<file path="src/rtl/uart_tx_feeder.sv">
// Byte FIFO and present/advance FSM feeding uart_tx so frames go out back-to-back.
// Each byte is held on tx_data_o until uart_tx signals it has taken it.
module uart_tx_feeder #(
    parameter int P_DEPTH = 16,
    parameter int P_LVL_W = $clog2(P_DEPTH) + 1
) (
    input  logic               clk_i,
    input  logic               rst_n_i,
    input  logic               wr_valid_i,
    input  logic [7:0]         wr_data_i,
    output logic               wr_ready_o,
    input  logic               flush_i,
    output logic               tx_enable_o,
    output logic [7:0]         tx_data_o,
    input  logic               tx_busy_i,
    input  logic               tx_data_sent_i,
    output logic [P_LVL_W-1:0] level_o,
    output logic               empty_o,
    output logic               full_o,
    output logic               idle_o
);

    localparam int PTR_W = $clog2(P_DEPTH);

    typedef enum logic {
        ST_IDLE,
        ST_PRESENT
    } state_t;

    state_t             state_q;
    state_t             state_d;
    logic [7:0]         mem [P_DEPTH];
    logic [PTR_W-1:0]   wr_ptr_q;
    logic [PTR_W-1:0]   rd_ptr_q;
    logic [P_LVL_W-1:0] level_q;
    logic [7:0]         tx_data_q;
    logic               sent_q;
    logic               sent_edge;
    logic               fifo_empty;
    logic               fifo_full;
    logic               do_write;
    logic               do_pop;

    assign fifo_empty = (level_q == '0);
    assign fifo_full  = (level_q == P_LVL_W'(P_DEPTH));
    assign wr_ready_o = !fifo_full && !flush_i;
    assign do_write   = wr_valid_i && wr_ready_o;

    // Only the rising edge of data_sent advances, so level or pulse styles both count once.
    assign sent_edge  = tx_data_sent_i && !sent_q;

    always_comb begin
        state_d = state_q;
        do_pop  = 1'b0;
        if (flush_i) begin
            state_d = ST_IDLE;
        end else begin
            case (state_q)
                ST_IDLE: begin
                    if (!fifo_empty) begin
                        do_pop  = 1'b1;
                        state_d = ST_PRESENT;
                    end
                end
                ST_PRESENT: begin
                    if (sent_edge) begin
                        if (!fifo_empty) begin
                            do_pop = 1'b1;
                        end else begin
                            state_d = ST_IDLE;
                        end
                    end
                end
                default: state_d = ST_IDLE;
            endcase
        end
    end

    always_ff @(posedge clk_i or negedge rst_n_i) begin
        if (!rst_n_i) begin
            state_q <= ST_IDLE;
            sent_q  <= 1'b0;
        end else begin
            state_q <= state_d;
            sent_q  <= tx_data_sent_i;
        end
    end

    always_ff @(posedge clk_i or negedge rst_n_i) begin
        if (!rst_n_i) begin
            wr_ptr_q <= '0;
            rd_ptr_q <= '0;
            level_q  <= '0;
        end else if (flush_i) begin
            wr_ptr_q <= '0;
            rd_ptr_q <= '0;
            level_q  <= '0;
        end else begin
            if (do_write) begin
                wr_ptr_q <= wr_ptr_q + PTR_W'(1);
            end
            if (do_pop) begin
                rd_ptr_q <= rd_ptr_q + PTR_W'(1);
            end
            case ({do_write, do_pop})
                2'b10:   level_q <= level_q + P_LVL_W'(1);
                2'b01:   level_q <= level_q - P_LVL_W'(1);
                default: level_q <= level_q;
            endcase
        end
    end

    // Storage array carries no reset; only occupied entries are ever read.
    always_ff @(posedge clk_i) begin
        if (do_write) begin
            mem[wr_ptr_q] <= wr_data_i;
        end
    end

    always_ff @(posedge clk_i or negedge rst_n_i) begin
        if (!rst_n_i) begin
            tx_data_q <= 8'h00;
        end else if (do_pop) begin
            tx_data_q <= mem[rd_ptr_q];
        end
    end

    assign tx_enable_o = (state_q == ST_PRESENT);
    assign tx_data_o   = tx_data_q;
    assign level_o     = level_q;
    assign empty_o     = fifo_empty;
    assign full_o      = fifo_full;
    assign idle_o      = fifo_empty && (state_q == ST_IDLE) && !tx_busy_i;

endmodule

</file>
<file path="config.mk">
export PLATFORM = sky130hd
export DESIGN_NAME = uart_tx_feeder
export DESIGN_NICKNAME = d
export VERILOG_FILES = /design/src/rtl/uart_tx_feeder.sv
export SDC_FILE = /design/constraint.sdc
export NUM_CORES = 1
export LEC_CHECK = 0
export CAP_MARGIN = 20
export CORE_ASPECT_RATIO = 1.1
export CORE_UTILIZATION = 60
export DETAILED_ROUTE_END_ITERATION = 12
export HOLD_SLACK_MARGIN = 0.1
export PLACE_DENSITY = 0.8
export SYNTH_ARGS = -nofsm -noshare
export SYNTH_HDL_FRONTEND = slang
export SYNTH_SLANG_ARGS = --single-unit
</file>
<file path="constraint.sdc">
create_clock -name clk_i -period 4.7 [get_ports clk_i]
set_input_delay 1.41 -clock clk_i [delete_from_list [all_inputs] [get_ports clk_i]]
set_output_delay 1.41 -clock clk_i [all_outputs]
set_load 0.01 [all_outputs]
</file>
==> out/metrics.cfg <==
[run_status]
outcome=finished, final reports clean

[critical_path]
rr_worst_depth=9
arrival_ns=2.76
start_kind=input pin
crit_top_cell=clkdlybuf4s50_1
cp_slowest_stage_delay_ns=0.62
path_cells=clkdlybuf4s50_1, nor2_1, clkdlybuf4s50_1
cp_max_fo=10
worstPathRequired_ns=3.29
cp_slowest_cell=clkdlybuf4s50_1
end_kind=output pin
criticalPathCategory=in -> out

[cells_and_area]
n_antenna_cell=0
final_cell_area_um2=7300
area_growth_pct=16.4
fillCellCount=586
drive_above_1_share=0.197
final_nets=399

[routing]
ant_nets=0
dr.pass1.iters=5
detail_route.wl_per_cell_um=22.7
first_iter_violations=169
vias=3309
route.detailed.drc=0
viasPerCell=6.23
routed_wl_mm=12.1

[placed_design]
numPortBuffers=31
placed_area_um2=6700
hpwl_mm=7.44
gp_congestion=0.819

[clock_network]
cts_resized=0
cts_buffer_depth=2
cts_setup_buffers=0
cts-root-buf=clkbuf_8
htreeDepth=4
clk-insertion-delay-late_ns=0.53
clkTransAtPathRegs_ns=0.06
cts_tree=yes
cts_inserted_buffers=17
cts_hold_buf=0
cts_sinks=151

[timing]
rsz0062_at_grt=false
drv_slew=0
tns_ns=0
finalHoldViolCount=0
max_slew_margin=0.256
period_minus_slack_ns=4.17
tightest_slew_ns=1.12
setup_violations=0
period_share=0.887
max_freq_mhz=240
finalClockSkew_ns=0.00783

[floorplan]
start_util=0.625
die-width_um=99.5
rows=38
io_pins=32
die_h_um=109
die_area_um2=10900
coreArea_um2=10000

[global_route]
grtUsageTotal=0.249
antenna_found_initial=0
grt_max_degree=36
grt_overflow=0
grt_pass1_wl_mm=18.9
grt_pass1_vias=3434

[yosys]
synth_top_family_by_area=multiplexers
yosysMostFrequentCell=edfxtp_1
syn_avg_cell_area_um2=18.4
synth_top_cell_by_area=edfxtp_1
syn_inst=340
seq_area_frac_synth=0.705
synthSimpleGateAreaFrac=0.0627
synthTopCellsByArea=edfxtp_1 61%, mux4_2 11%, dfrtp_1 9.2%
synth_adder_area_share=0.0140
netlist_area_um2=6270
yosysWarningCount=0
synth-edff-count=128
synthDistinctLibCells=48
synth-main-ff-cell=edfxtp_1
synth_seq_cells=151
synth_nets=361
async_flop_share=0.152
synthMuxAreaShare=0.147
synth-xor-area-share=0.0112
synth_compound_area_frac=0.0441
synth_common_cells=128 x edfxtp_1, 32 x mux4_2, 24 x nor2_1
netlist.area_leader.share=0.613

[pwr]
cellPowerDensity_nw_per_um2=551
peakVddDrop_v=0.000321
power_leakage_nw=2.42

[hold_path]
hp-class=reg -> reg
worstHoldPathCells=2

[job]
drv_cap=0

[power by group]
part / internal, mW / total, mW / leakage (nW) / switching (mW)
logic: 0.525 / 0.975 / 0.704 / 0.450
registers: 1.54 / 1.72 / 1.44 / 0.181
clock network: 0.811 / 1.33 / 0.276 / 0.517
total: 2.87 / 4.02 / 2.42 / 1.15
[routing by layer]
metal	wire (um)	vias to the layer above	share of wire	track usage
met1	4850	1697	0.40	0.322
met4	282	0	0.023	0.105
met2	6150	145	0.51	0.400
li1	-	1445	-	-
met5	0	-	0	0
met3	783	22	0.065	0.0731
[sequential cells by signal, indices dropped and copies added, names as in the netlist]
name / count
level_o: 5
mem: 128
rd_ptr_q: 4
sent_q: 1
tx_data_o: 8
tx_enable_o: 1
wr_ptr_q: 4
[worst max-delay path: cells and delay by family]
family | cells | cell delay (ns)
buffers and inverters | 2 | 1.17
AND/OR/NAND/NOR | 1 | 0.18
[kinds of logic after synthesis]
family,after synthesis
multiplexers,52
AND/OR/NAND/NOR,71
AO/OA/AOI/OAI,30
buffers and inverters,21
XOR/XNOR,8
flip-flops,151
adder cells (fa/ha/maj),7
[final timing paths]
check                      slack [ns]           end          from
setup / recovery                 0.53    wr_ready_o       flush_i
hold / removal                   0.58  tx_data_o[2]  tx_data_o[2]
setup reg to reg                 1.67    level_o[4]    level_o[1]
hold reg to reg                  0.58  tx_data_o[2]  tx_data_o[2]
max in group asynchronous        3.07   rd_ptr_q[0]       rst_n_i
min in group asynchronous        1.16  tx_data_o[1]       rst_n_i
[stage by stage]
stage	power [mW]	worst slack (ns)	utilization	cells	hold slack, ns
3_3_place_gp	2.69	0.555	0.668	498	0.560
6_report	4.02	0.529	0.727	531	0.579
5_1_grt	4.19	0.459	0.727	531	0.599
3_5_place_dp	2.72	0.524	0.668	498	0.566
2_1_floorplan	2.38	1.09	-	340	0.538
4_1_cts	4.04	0.525	0.726	530	0.583
[cells in the final DEF (no fill, tap or decap), types with 4 or more instances in the layout]
cell,instances
and3_1,4
nand2_1,7
mux2i_1,19
buf_4,4
nand3_1,4
clkbuf_1,4
dfrtp_1,21
a21oi_1,6
mux4_2,32
xor2_1,5
clkbuf_16,16
clkdlybuf4s50_1,31
and2_1,14
nor2_1,24
a221oi_1,8
ha_1,7
edfxtp_1,128
[area by class of cell]
cell class / count / area, um^2 / area share
Multi-Input combinational cell: 168 / 1750 / 0.240
Sequential cell: 151 / 4420 / 0.606
Inverter: 4 / 15.0 / 0.00206
Clock buffer: 21 / 429 / 0.0588
Timing Repair Buffer: 36 / 355 / 0.0487
Tap cell: 140 / 175 / 0.0240
Clock inverter: 11 / 150 / 0.0206
Note: power is estimated with default switching activity, not from simulation.
